File: config.mk
export PLATFORM = sky130hd
export DESIGN_NAME = uart_cmd_rx
export DESIGN_NICKNAME = d
export VERILOG_FILES = /design/src/rtl/uart_rx_pkg.sv /design/src/rtl/uart_cmd_rx_baud_tick_gen.sv /design/src/rtl/uart_cmd_rx.sv
export SDC_FILE = /design/constraint.sdc
export NUM_CORES = 1
export LEC_CHECK = 0
export CORE_MARGIN = 2
export CORE_UTILIZATION = 56
export DETAILED_ROUTE_END_ITERATION = 10
export GPL_ROUTABILITY_DRIVEN = 0
export PLACE_DENSITY = 0.73
export SETUP_SLACK_MARGIN = 0.15
export SKIP_LAST_GASP = 1
export SYNTH_ARGS = -nofsm -noshare
export SYNTH_HDL_FRONTEND = slang
export SYNTH_HIERARCHICAL = 1
export SYNTH_SLANG_ARGS = --single-unit
File: constraint.sdc
create_clock -name CLK -period 3 [get_ports CLK]
set_clock_uncertainty 0.05 [all_clocks]
set_input_delay 0.6 -clock CLK [delete_from_list [all_inputs] [get_ports CLK]]
set_output_delay 0.6 -clock CLK [all_outputs]
set_load 0.03 [all_outputs]
File: src/rtl/uart_rx_pkg.sv
// Shared types and helpers for the oversampling command-stream UART receiver.
// Holds the receiver state encoding, sampling constants and the baud divider calculation.
package uart_rx_pkg;

  typedef enum logic [2:0] {
    IDLE      = 3'd0,
    START     = 3'd1,
    DATA      = 3'd2,
    STOP      = 3'd3,
    WAIT_IDLE = 3'd4
  } rx_state_t;

  localparam int SAMPLE_MID       = 8;
  localparam int OVERSAMPLE_FIXED = 16;

  // Clocks per sample tick, rounded to nearest and never below one.
  function automatic int calc_div(input int clk_hz, input int baud, input int oversample);
    int den;
    int q;
    den = baud * oversample;
    if (den <= 0) begin
      return 1;
    end
    q = (clk_hz + den / 2) / den;
    return (q < 1) ? 1 : q;
  endfunction

  function automatic logic majority3(input logic a, input logic b, input logic c);
    return (a & b) | (a & c) | (b & c);
  endfunction

endpackage

File: src/rtl/uart_cmd_rx_baud_tick_gen.sv
// Sample-tick generator: one-cycle tick every DIV clocks while enabled.
// Dropping en restarts the count so each frame samples from a clean phase.
module baud_tick_gen #(
  parameter int DIV = 27
) (
  input  logic CLK,
  input  logic CLR,
  input  logic en,
  output logic tick
);

  localparam int CW = (DIV > 1) ? $clog2(DIV) : 1;
  localparam logic [CW-1:0] CNT_LAST = CW'(DIV - 1);

  logic [CW-1:0] cnt;

  always_ff @(posedge CLK) begin
    if (CLR || !en) begin
      cnt <= '0;
    end else if (cnt == CNT_LAST) begin
      cnt <= '0;
    end else begin
      cnt <= cnt + 1'b1;
    end
  end

  assign tick = en && (cnt == CNT_LAST);

endmodule

File: src/rtl/uart_cmd_rx.sv
// Oversampling UART receiver feeding the command decoder one framed byte per ByteValid.
// Each bit is judged by a 2-of-3 vote around mid-bit; bad stop bits raise FrameErr instead.
module uart_cmd_rx
  import uart_rx_pkg::*;
#(
  parameter int CLK_HZ     = 50_000_000,
  parameter int BAUD       = 115200,
  parameter int OVERSAMPLE = 16
) (
  input  logic       CLK,
  input  logic       CLR,
  input  logic       RxD,
  output logic [7:0] DataOut,
  output logic       ByteValid,
  output logic       FrameErr,
  output logic       Busy
);

  localparam int DIV = calc_div(CLK_HZ, BAUD, OVERSAMPLE);

  localparam logic [3:0] SAMP_FIRST  = 4'(SAMPLE_MID - 1);
  localparam logic [3:0] SAMP_SECOND = 4'(SAMPLE_MID);
  localparam logic [3:0] SAMP_DECIDE = 4'(SAMPLE_MID + 1);
  localparam logic [3:0] SAMP_LAST   = 4'(OVERSAMPLE_FIXED - 1);

  generate
    if (OVERSAMPLE != OVERSAMPLE_FIXED) begin : g_bad_oversample
      $error("uart_cmd_rx: OVERSAMPLE must be 16");
    end
  endgenerate

  rx_state_t  state;
  logic       rx_meta;
  logic       rxs;
  logic       tick;
  logic       tick_en;
  logic [3:0] sidx;
  logic [2:0] bitcnt;
  logic [7:0] shreg;
  logic       samp_a;
  logic       samp_b;
  logic       maj;

  // Both flops reset high so a reset never fakes a start edge on its own.
  always_ff @(posedge CLK) begin
    if (CLR) begin
      rx_meta <= 1'b1;
      rxs     <= 1'b1;
    end else begin
      rx_meta <= RxD;
      rxs     <= rx_meta;
    end
  end

  assign tick_en = (state != IDLE);

  baud_tick_gen #(
    .DIV(DIV)
  ) u_tick (
    .CLK (CLK),
    .CLR (CLR),
    .en  (tick_en),
    .tick(tick)
  );

  assign maj = majority3(samp_a, samp_b, rxs);

  // Stop-bit verdict is taken at the vote point, so the tail of the stop bit is free for the next start.
  always_ff @(posedge CLK) begin
    if (CLR) begin
      state     <= IDLE;
      sidx      <= '0;
      bitcnt    <= '0;
      shreg     <= '0;
      samp_a    <= 1'b0;
      samp_b    <= 1'b0;
      DataOut   <= '0;
      ByteValid <= 1'b0;
      FrameErr  <= 1'b0;
      Busy      <= 1'b0;
    end else begin
      ByteValid <= 1'b0;
      FrameErr  <= 1'b0;

      if (tick) begin
        sidx <= sidx + 4'd1;
        if (sidx == SAMP_FIRST) begin
          samp_a <= rxs;
        end
        if (sidx == SAMP_SECOND) begin
          samp_b <= rxs;
        end
      end

      unique case (state)
        IDLE: begin
          sidx <= '0;
          if (!rxs) begin
            state <= START;
            Busy  <= 1'b1;
          end
        end

        START: begin
          if (tick && sidx == SAMP_DECIDE) begin
            if (maj) begin
              state <= IDLE;
              Busy  <= 1'b0;
              sidx  <= '0;
            end
          end else if (tick && sidx == SAMP_LAST) begin
            state  <= DATA;
            bitcnt <= '0;
          end
        end

        DATA: begin
          if (tick && sidx == SAMP_DECIDE) begin
            shreg <= {maj, shreg[7:1]};
          end else if (tick && sidx == SAMP_LAST) begin
            if (bitcnt == 3'd7) begin
              state <= STOP;
            end else begin
              bitcnt <= bitcnt + 3'd1;
            end
          end
        end

        STOP: begin
          if (tick && sidx == SAMP_DECIDE) begin
            if (maj) begin
              DataOut   <= shreg;
              ByteValid <= 1'b1;
              state     <= IDLE;
              Busy      <= 1'b0;
              sidx      <= '0;
            end else begin
              FrameErr <= 1'b1;
              state    <= WAIT_IDLE;
            end
          end
        end

        WAIT_IDLE: begin
          if (tick && rxs) begin
            state <= IDLE;
            Busy  <= 1'b0;
            sidx  <= '0;
          end
        end

        default: begin
          state <= IDLE;
          Busy  <= 1'b0;
          sidx  <= '0;
        end
      endcase
    end
  end

endmodule

# Yosys cells after proc, flatten, opt, wreduce, memory -nomap -nowiden
# Index checks and enable logic that the tools add are counted.
# op_classes
addsub	3
n_eq_ne	23
muxes	29
n_bitwise	8
n_reduce_logical	19
# op_table
operator	count
3-bit 2-to-1 mux	15
2-bit != test (second input constant)	9
4-bit 2-to-1 mux	4
3-bit case mux with 5 select lines	1
4-bit equality test (second input constant)	3
4-bit case mux with 3 select lines	1
8-bit AND reduction	1
3-bit by 2-bit equality test with 1-bit output (second input constant)	2
3-bit equality test (second input constant)	2
1-bit 2-to-1 mux	6
3-bit != test (second input constant)	2
3-bit case mux with 2 select lines	1
2-bit AND reduction	3
6-bit AND reduction	1
5-bit by 1-bit adder with 5-bit output (second input constant)	1
5-bit equality test (second input constant)	1
5-bit AND reduction	1
4-bit by 1-bit adder with 4-bit output (second input constant)	1
4-bit by 3-bit equality test with 1-bit output (second input constant)	1
1-bit logical AND	4
2-bit by 1-bit != test with 1-bit output (second input constant)	2
1-bit case mux with 4 select lines	1
2-bit OR reduction	2
3-bit by 1-bit adder with 3-bit output (second input constant)	1
other kinds (11)	16
# word_totals
reg_bits	38
inputBits	3
out_inout_bits	11

# Depth between registers and ports, before layout
# Gate-level depths: netlist of run 1.
# depth
ltp_word	6
ltp_mapped	8

# Modules after synthesis
# Netlist of run 1, hierarchy kept.
# by_module_without_submodules
module	instances	cells_each	area_per_inst_um2
uart_cmd_rx	1	167	1507.7
baud_tick_gen	1	22	212.7

# Worst setup path after synthesis of run 1
# No wires, ideal clock.
# synth_path
path_type	register -> register
startpoint	reg state[2]
endpoint	reg Busy
t_arrival_ps	2029
required_time_ps	2855
slack_ps	825
stages_incl_launch_ff	9
n_path_buf	2
period_less_slack_ps	2175
path_cell_list	dfxtp_1 > buf_2 > or3_1 > and4_1 > buf_2 > a211o_1 > mux2i_1 > nand2_1 > a221oi_1
# synth_via
elab_chain_cells	5
# synth_lines
element	line	rtl
from (decl)	uart_cmd_rx.sv:32	rx_state_t state;
from (signal assigned)	uart_cmd_rx.sv:71	state <= IDLE;
from (signal assigned)	uart_cmd_rx.sv:99	state <= START;
from (signal assigned)	uart_cmd_rx.sv:107	state <= IDLE;
3-bit nonzero test *	uart_cmd_rx.sv:55	assign tick_en = (state != IDLE);
net tick_en	uart_cmd_rx.sv:36	logic tick_en;
1-bit logical AND *	uart_cmd_rx_baud_tick_gen.sv:27	assign tick = en && (cnt == CNT_LAST);
net tick	uart_cmd_rx.sv:35	logic tick;
1-bit logical AND, on equally long branches	uart_cmd_rx.sv:145, uart_cmd_rx.sv:105, uart_cmd_rx.sv:130	
2-bit != test (no line) / 2-bit by 1-bit != test with 1-bit output (equally long branches)	-	
5-bit AND reduction (no line) *	-	
to (signal assigned)	uart_cmd_rx.sv:135	Busy <= 1'b0;
to (signal assigned)	uart_cmd_rx.sv:147	Busy <= 1'b0;
to (signal assigned)	uart_cmd_rx.sv:154	Busy <= 1'b0;
to (decl)	uart_cmd_rx.sv:16	output logic Busy
# Mark *: on every way through the listed nets, which the timed path passes. The rest lies on a longest branch.
# A chain may end at the register's enable or synchronous reset.

# Final worst setup path of run 1
# layout_path
startpoint	reg state[1]
endpoint	reg DataOut[3]
# layout_via
elab_chain_cells	4
# layout_lines
element	line	rtl
3-bit nonzero test	uart_cmd_rx.sv:55	
net tick_en	uart_cmd_rx.sv:36	
1-bit logical AND	uart_cmd_rx_baud_tick_gen.sv:27	
net tick	uart_cmd_rx.sv:35	
1-bit logical AND	uart_cmd_rx.sv:130	if (tick && sidx == SAMP_DECIDE) begin
3-bit AND reduction (no line)	-	
to (signal assigned)	uart_cmd_rx.sv:132	DataOut <= shreg;
to (decl)	uart_cmd_rx.sv:13	output logic [7:0] DataOut,
# The timed path passes the listed nets, and every way through them passes these cells.

==> impl_metrics.csv, run 1 <==
group,metric,value,unit
synthesis,syn-cell-area,1720,µm²
synthesis,ys_seq_area_share,44.2,%
synthesis,yosys-top-cells-count,"38 x dfxtp_1, 22 x nor2_1, 15 x nand2_1, 15 x nand3_1, 13 x a21oi_1",
place,dp.final_hpwl,2.24,mm
floorplan,coreArea,2980,µm²
timing,fin_crit,2.62,ns
timing,setup_viol,0,
power_and_ir_drop,power_density,635,nW/µm²
clocking,hold_buffers,0,
clocking,cts-buffers-inserted,5,
layout,antennaDiodeCount,0,
layout,fin_util,64.9,%
layout,drive_above_1_share,7.43,%
critical_path,worstRegToRegCells,6,
synthesis,synthTopCellsByArea,"dfxtp_1 44%, mux2i_1 7.0%, ha_1 5.1%",
clocking,cts_resized,0,
clocking,cts_root_buf,"clkbuf_4",
global_routing,track_usage,20.5,%
critical_path,critical_path.max_fanout,15,
min_path,holdCritPathClass,"reg -> reg",
critical_path,end_kind,"register",
critical_path,rr_startpoint,"state[1]",
global_routing,grt_pass1_wl,5.46,mm
drt,wirelength,3.20,mm
critical_path,r2r-end,"DataOut[3]",
clocking,worst_skew_pair.late_latency,0.35,ns
synthesis,synth_area_per_cell,9.10,µm²
drt,drtAntennaViolNets,0,
timing,post-route-period-util,87.5,%
critical_path,cp.required,3.19,ns
critical_path,crit_type,"reg -> reg",
timing,hold_viol_final,0,
timing,hold_slack,0.372,ns
synthesis,ys_ff_latch,38,
critical_path,worst_setup_path_start_kind,"register",
layout,areaGrowthSynthToFinish,12.3,%
synthesis,synth_edf_count,0,
power_and_ir_drop,power_leakage,0.765,nW
drt,firstDrtPassIters,4,
synthesis,post_synth_inst_count,189,
clocking,cts.sinks,38,
floorplan,dieHeight,59.4,µm
layout,fin_cells,235,
clocking,htreeDepth,2,
run,maxCapViolations,0,
floorplan,num_io_pins,14,
floorplan,die_x,59.4,µm
global_routing,grt_max_degree,32,
drt,drt_iter0_markers,34,
timing,worstMarginPinSlew,0.615,ns
run_status,status,"complete, no violations",
timing,fmaxAchievable,381,MHz
timing,fin_setup_tns,0,ns
synthesis,synth_largest_area_cell,"dfxtp_1",
place,port-buffer-count,13,
global_routing,antenna_found_initial,0,
clocking,cts_buffer_depth,2,
synthesis,synth_ff_type,"dfxtp_1",
global_routing,grt_pass1_vias,1204,
critical_path,crit_start,"state[1]",
floorplan,die-area,3530,µm²
floorplan,initial_core_util,57.8,%
drt,wl_per_cell,13.6,µm
place,placedCellCount,227,
layout,fill_cells,258,
synthesis,synth_top_area_share,44.2,%
drt,drcViolationCount,0,
layout,nets,211,
critical_path,ff2ff_setup_slack,0.38,ns
timing,rsz0062_at_grt,"false",
critical_path,arrival,2.81,ns
synthesis,yosysWarningCount,6,
synthesis,synthArstFlopShare,0,%
global_routing,grt-ovfl-total,0,
clocking,post_cts_buffers,0,
clocking,tritoncts,"built",
timing,relSlewSlack,58.9,%
timing,drv_slew,0,
drt,vias_per_cell,5.73,
synthesis,postSynthNetCount,199,
critical_path,timing.critical_path.to,"DataOut[3]",
synthesis,ys_types,41,
drt,dr_total_vias,1346,
clocking,clkTransAtPathRegs,0.11,ns
power_and_ir_drop,ir_drop,0.379,mV
floorplan,num_rows,20,
synthesis,post-synth-top-count-cell,"dfxtp_1",
==> worst min path at each step <==
stage	start	slack (ns)	endpoint	depth (start not counted)
after floorplan	rx_meta	0.34	rxs	1
after detailed placement	rx_meta	0.35	rxs	1
after global routing	rx_meta	0.39	rxs	1
after global placement	rx_meta	0.35	rxs	1
final	rx_meta	0.37	rxs	1
after CTS	rx_meta	0.37	rxs	1
==> layer usage <==
metal  track usage (%)  routed length [µm]  share of wire [%]
met1              26.7                1490                 47
met2              31.2                1550                 48
met3              6.77                 114                3.6
met4              8.12                  42                1.3
met5                 0                   0                  0
==> metrics by stage <==
step / instance area (µm²) / setup slack, ns / power [mW]
after CTS: 1930 / 0.376 / 1.24
after global routing: 1930 / 0.185 / 1.32
after global placement: 1850 / 0.502 / 0.877
after floorplan: 1720 / 0.825 / 0.836
after detailed placement: 1850 / 0.393 / 0.893
final: 1930 / 0.376 / 1.23
==> flip-flops by register name, indices dropped and copies added (netlist names) <==
signal      flops
rx_meta         1
DataOut         8
u_tick/cnt      5
ByteValid       1
samp_a          1
Busy            1
samp_b          1
bitcnt          3
sidx            4
rxs             1
state           3
shreg           8
FrameErr        1
==> layout by cell type (no fill, tap or decap), drive strengths merged, types with 5 or more instances in the layout <==
cell,synthesis,final
mux2i,12,12
nor2,22,22
dfxtp,38,38
clkdlybuf4s50,0,13
clkbuf,3,5
a21oi,13,13
inv,7,7
nand3,15,15
ha,7,7
nand2,15,15
==> power breakdown <==
group / switching (mW) / leakage (nW) / internal (mW)
clock network: 0.166 / 0.0450 / 0.173
registers: 0.0524 / 0.307 / 0.530
logic: 0.177 / 0.413 / 0.130
total: 0.395 / 0.765 / 0.833
==> layout make-up <==
cell class / count / area, µm² / area share [%]
Clock buffer: 5 / 37.5 / 1.94
Clock inverter: 3 / 40.0 / 2.07
Inverter: 7 / 26.3 / 1.36
Multi-Input combinational cell: 133 / 873 / 45.2
Sequential cell: 38 / 761 / 39.4
Tap cell: 33 / 41.3 / 2.14
Timing Repair Buffer: 16 / 153 / 7.90
==> cell families after synthesis <==
| kind of cell | share of synthesized area [%] |
|---|---|
| simple gates | 24.1 |
| buf+inv | 5.02 |
| mux | 6.98 |
| xor+xnor | 3.56 |
| fa+ha+maj | 5.67 |
| compound gates | 10.4 |
| flops | 44.2 |
==> worst max-delay path, cell delays in order (launching register included) <==
cell     delay, ns
dfxtp_1       0.58
or3_1         0.20
and4_1        0.50
and4b_1       0.28
nand4_1       0.50
mux2i_1       0.34
nor2_1        0.06
Power figures use the tool's default switching activity.
==> run 2, diff against run 1 <==
--- a/config.mk
+++ b/config.mk
@@ -8,7 +8,6 @@
 export CORE_MARGIN = 2
 export CORE_UTILIZATION = 56
 export DETAILED_ROUTE_END_ITERATION = 10
-export GPL_ROUTABILITY_DRIVEN = 0
 export PLACE_DENSITY = 0.73
 export SETUP_SLACK_MARGIN = 0.15
 export SKIP_LAST_GASP = 1
==> run 2 against run 1 <==
Compared with the run above:
- total power rose by 10%
- first-iteration DRC count rose by 18%
- highest routed layer unchanged
- largest power group unchanged
- die area unchanged
- largest cell class unchanged
==> impl_metrics.csv, run 2 (same netlist as run 1, synthesis figures left out) <==
group,metric,value,unit
critical_path,critical_path.max_fanout,15,
power_and_ir_drop,ir_drop,0.384,mV
critical_path,end_kind,"register",
drt,firstDrtPassIters,4,
global_routing,antenna_found_initial,0,
run,maxCapViolations,0,
place,dp.final_hpwl,2.30,mm
floorplan,initial_core_util,57.8,%
floorplan,num_io_pins,14,
layout,areaGrowthSynthToFinish,14.7,%
drt,drcViolationCount,0,
timing,worstMarginPinSlew,0.670,ns
global_routing,track_usage,21.3,%
floorplan,die_x,59.4,µm
place,port-buffer-count,13,
global_routing,grt_pass1_wl,5.55,mm
drt,dr_total_vias,1369,
clocking,post_cts_buffers,0,
power_and_ir_drop,power_leakage,0.782,nW
clocking,cts_buffer_depth,2,
floorplan,die-area,3530,µm²
drt,drt_iter0_markers,40,
timing,relSlewSlack,55.2,%
timing,fmaxAchievable,385,MHz
global_routing,grt-ovfl-total,0,
drt,wl_per_cell,13.8,µm
clocking,tritoncts,"built",
clocking,htreeDepth,2,
timing,rsz0062_at_grt,"false",
layout,layout_common_cells,"38 x dfxtp_1, 22 x nor2_1, 15 x nand3_1, 15 x nand2_1",
clocking,cts_root_buf,"clkbuf_4",
critical_path,cp.required,3.17,ns
floorplan,num_rows,20,
run_status,status,"complete, no violations",
timing,setup_viol,0,
global_routing,grt_max_degree,20,
drt,drtAntennaViolNets,0,
clocking,worst_skew_pair.late_latency,0.34,ns
clocking,hold_buffers,0,
min_path,holdCritPathClass,"reg -> reg",
layout,drive_above_1_share,7.88,%
layout,fin_util,66.3,%
layout,antennaDiodeCount,0,
critical_path,arrival,2.77,ns
timing,fin_crit,2.60,ns
critical_path,worst_path_dominant_cell_family,"simple AND/OR/NAND/NOR gates",
floorplan,dieHeight,59.4,µm
layout,top_regs,"DataOut (8), shreg (8), u_tick/cnt (5)",
place,gp_congestion,0.792,
power_and_ir_drop,power.total,1.35,mW
clocking,cts-buffers-inserted,5,
critical_path,crit_path_max_incr_delay,0.61,ns
clocking,clkTransAtPathRegs,0.12,ns
layout,fill_cells,265,
clocking,cts.sinks,38,
critical_path,crit_slowest_cell,"dfxtp_1",
timing,post-route-period-util,86.5,%
floorplan,coreArea,2980,µm²
timing,fin_ws,0.404,ns
place,pre_cts_ws,0.367,ns
timing,fin_setup_tns,0,ns
drt,vias_per_cell,5.80,
clocking,cts_resized,0,
global_routing,grt_pass1_vias,1274,
critical_path,crit_type,"reg -> reg",
power_and_ir_drop,power_density,684,nW/µm²
critical_path,path_buf_inv,1,
layout,final_common_cell,"dfxtp_1",
timing,hold_viol_final,0,
drt,wirelength,3.25,mm
critical_path,worst_setup_path_start_kind,"register",
critical_path,crit_chain,"or3_1, and4_1, and4b_1, buf_4, nand3_1, a21o_1, a221oi_1",
timing,drv_slew,0,
layout,nets,212,
-- run 2: cell count changes in the layout (fill, tap and decap cells not counted) --
cell	delta
bufinv_16	+1
clkbuf_8	+1
clkinv_2	-2
buf_4	+1
-- run 2: final timing paths --
path | from | to | slack [ns] | cells past startpoint
worst max-delay path | state[1] | Busy | 0.40 | 7
worst min-delay path | rx_meta | rxs | 0.37 | 1
worst max register to register | state[1] | Busy | 0.40 | 7
worst min register to register | rx_meta | rxs | 0.37 | 1
-- run 2: power breakdown --
part | internal [mW] | switching [mW] | leakage (nW)
clock network | 0.282 | 0.171 | 0.0585
registers | 0.530 | 0.0565 | 0.307
logic | 0.130 | 0.180 | 0.417
-- run 2: through the flow --
| stage | hold slack [ns] | cell area (µm²) | std cells |
|---|---|---|---|
| floorplan | 0.339 | 1720 | 189 |
| global placement | 0.348 | 1850 | 227 |
| detailed placement | 0.347 | 1850 | 227 |
| CTS | 0.374 | 1970 | 235 |
| global route | 0.381 | 1970 | 236 |
| finish | 0.374 | 1970 | 236 |
-- run 2: metal layers --
metal	global-route usage, %	wire length (µm)
met1	27.7	1600
met4	9.74	21
met2	33.1	1520
met3	5.24	106
met5	0	0
-- run 2: cell type report --
| cell class | count | area [µm²] | share of cell area [%] |
|---|---|---|---|
| tap | 33 | 41.3 | 2.09 |
| timing repair buffer | 17 | 160 | 8.12 |
| multi-input combinational | 133 | 873 | 44.3 |
| clock inverter | 2 | 60.1 | 3.04 |
| inverter | 7 | 26.3 | 1.33 |
| sequential | 38 | 761 | 38.6 |
| clock buffer | 6 | 51.3 | 2.60 |
==> run 3, diff against run 2 <==
--- a/config.mk
+++ b/config.mk
@@ -5,10 +5,11 @@
 export SDC_FILE = /design/constraint.sdc
 export NUM_CORES = 1
 export LEC_CHECK = 0
+export ABC_AREA = 1
 export CORE_MARGIN = 2
-export CORE_UTILIZATION = 56
+export CORE_UTILIZATION = 57
 export DETAILED_ROUTE_END_ITERATION = 10
-export PLACE_DENSITY = 0.73
+export PLACE_DENSITY = 0.74
 export SETUP_SLACK_MARGIN = 0.15
 export SKIP_LAST_GASP = 1
 export SYNTH_ARGS = -nofsm -noshare
==> run 3 against run 2 <==
Compared with the run above:
- count of clock-buffer cells in the layout did not move
- setup slack better by 0.20 ns
- area after synthesis increased by 5.2%
- largest power group unchanged
- highest routed layer unchanged
==> impl_metrics.csv, run 3 <==
group,metric,value,unit
synthesis,yosysWarningCount,6,
clocking,cts-buffers-inserted,5,
synthesis,ys_types,37,
layout,top_regs,"DataOut (8), shreg (8), u_tick/cnt (5)",
layout,areaGrowthSynthToFinish,13.3,%
critical_path,crit_slowest_cell,"nor2_1",
synthesis,synth_edf_count,0,
layout,fill_cells,256,
global_routing,grt.busiest_layer,"met2",
clocking,cts_buffer_depth,2,
power_and_ir_drop,power_leakage,0.890,nW
clocking,tritoncts,"built",
layout,ff_latch_area,761,µm²
layout,layout_common_cells,"38 x dfxtp_1, 36 x nor2_1, 30 x inv_1",
timing,rsz0062_at_grt,"false",
drt,dr_total_vias,1394,
critical_path,end_kind,"register",
run,maxCapViolations,0,
place,port-buffer-count,13,
synthesis,synthTopCellsByArea,"dfxtp_1 42%, nor2_1 7.5%, inv_1 6.2%",
place,placedCellCount,282,
clocking,clkTransAtPathRegs,0.11,ns
global_routing,grt_use_met2,28.0,%
critical_path,crit_start,"state[2]",
place,pre_cts_ws,0.640,ns
power_and_ir_drop,power.total,1.31,mW
drt,vias_per_cell,4.82,
synthesis,ys_ff_latch,38,
layout,nets,255,
critical_path,path_buf_inv,3,
timing,fin_crit,2.40,ns
layout,final_common_cell,"dfxtp_1",
drt,wl_per_cell,10.8,µm
floorplan,die-area,3640,µm²
synthesis,synth_area_per_cell,7.90,µm²
drt,firstDrtPassIters,4,
synthesis,yosys-top-cells-count,"38 x dfxtp_1, 36 x nor2_1, 30 x inv_1",
critical_path,crit_chain,"nor2_2, inv_2, nor2_1, inv_1, inv_1, nor2_1, nand2_2, nor2_4, nand3_2, o21ai_0, a21oi_1",
clocking,htreeDepth,2,
floorplan,num_rows,20,
synthesis,ys_seq_area_share,42.0,%
synthesis,postSynthNetCount,239,
global_routing,grt-ovfl-total,0,
power_and_ir_drop,power_density,637,nW/µm²
synthesis,synthArstFlopShare,0,%
timing,fmaxAchievable,417,MHz
layout,drive_above_1_share,16.7,%
critical_path,arrival,2.56,ns
global_routing,grt_pass1_vias,1209,
timing,post-route-period-util,79.9,%
drt,wirelength,3.11,mm
synthesis,synth_largest_area_cell,"dfxtp_1",
critical_path,critical_path.max_fanout,17,
layout,fin_cells,289,
synthesis,synth_top_area_share,42.0,%
timing,hold_viol_final,0,
clocking,worst_skew_pair.late_latency,0.33,ns
synthesis,syn-cell-area,1810,µm²
synthesis,synth_ff_type,"dfxtp_1",
run_status,status,"complete, no violations",
min_path,holdCritPathClass,"reg -> reg",
global_routing,track_usage,19.4,%
global_routing,grt_max_degree,22,
clocking,post_cts_buffers,0,
drt,drtAntennaViolNets,0,
clocking,cts.sinks,38,
critical_path,crit_type,"reg -> reg",
critical_path,cp.required,3.17,ns
critical_path,worst_setup_path_start_kind,"register",
power_and_ir_drop,ir_drop,0.396,mV
critical_path,crit_path_max_incr_delay,0.47,ns
clocking,cts_resized,0,
clocking,hold_buffers,0,
min_path,worstHoldStart,"rx_meta",
global_routing,antenna_found_initial,0,
place,dp.final_hpwl,2.27,mm
layout,antennaDiodeCount,0,
drt,drt_iter0_markers,66,
timing,relSlewSlack,60.1,%
drt,drcViolationCount,0,
timing,setup_viol,0,
floorplan,die_x,60.3,µm
timing,hold_slack,0.374,ns
floorplan,initial_core_util,59.8,%
floorplan,num_io_pins,14,
global_routing,grtUsageMet3,6.40,%
critical_path,rr_startpoint,"state[2]",
synthesis,post-synth-top-count-cell,"dfxtp_1",
place,gp_congestion,0.907,
clocking,cts_root_buf,"clkbuf_4",
timing,fin_setup_tns,0,ns
global_routing,grt_pass1_wl,5.26,mm
critical_path,worst_path_dominant_cell_family,"simple AND/OR/NAND/NOR gates",
floorplan,dieHeight,60.3,µm
timing,worstMarginPinSlew,0.597,ns
timing,fin_ws,0.603,ns
floorplan,coreArea,3030,µm²
global_routing,use_met1,27.4,%
synthesis,post_synth_inst_count,229,
timing,drv_slew,0,
layout,multiInputGateArea,881,µm²
[run 3: cell types whose count changed after synthesis, moves of 4 or more]
cell      change
nand3_2       +5
nand2_2       +8
nand2b_1      -4
mux2i_1      -11
nand4b_1      -4
nor2_1       +14
inv_1        +23
nand3_1       -9
nand2_1      +10
o21ai_0      +16
buf_2         -5
[run 3: worst register-to-register path, stage by stage, from the launching register on]
cell and delay (ns):
dfxtp_1 0.44, nor2_2 0.10, inv_2 0.09, nor2_1 0.05
inv_1 0.07, inv_1 0.05, nor2_1 0.47, nand2_2 0.16
nor2_4 0.19, nand3_2 0.28, o21ai_0 0.28, a21oi_1 0.07
[run 3: through the flow]
step | cell area, µm² | utilization [%]
finish | 2050 | 67.7
global placement | 1970 | 65.0
detailed placement | 1970 | 65.0
CTS | 2050 | 67.7
floorplan | 1810 | -
global route | 2050 | 67.7
[run 3: per-layer routing]
metal / up-vias / part of all wire (%) / routed length (µm)
met5: - / 0 / 0
li1: 755 / - / -
met4: 0 / 0.61 / 19
met2: 33 / 44 / 1360
met1: 604 / 52 / 1620
met3: 2 / 3.4 / 107
[run 3: final timing paths]
check / end / slack (ns) / cells past startpoint
worst max-delay path: DataOut[5] / 0.60 / 11
worst min-delay path: rxs / 0.37 / 1
worst max register to register: DataOut[5] / 0.60 / 11
worst min register to register: rxs / 0.37 / 1
[run 3: where the power goes]
group | switching [mW] | total [mW] | internal, mW
logic | 0.247 | 0.386 | 0.139
clock network | 0.154 | 0.348 | 0.194
registers | 0.0335 | 0.571 | 0.538
[run 3: cell families (layout without fill, tap and decap cells)]
group                      Yosys count  after routing  share of synthesized area [%]
AOI/OAI and AO/OA                   38             38                           11.3
adders and majority gates            7              7                           4.84
xor gates and xnor gates             3              3                           1.45
and+or+nand+nor                    102            102                           30.6
DFF                                 38             38                           42.0
muxes                                1              1                          0.553
buffers and inverters               40             56                           9.27
[run 3: cell type report]
type / count / share of cell area, %
inverter: 35 / 6.59
multi-input combinational: 151 / 43.0
clock buffer: 6 / 2.50
tap: 44 / 2.68
timing repair buffer: 14 / 6.71
sequential: 38 / 37.1
clock inverter: 1 / 1.46
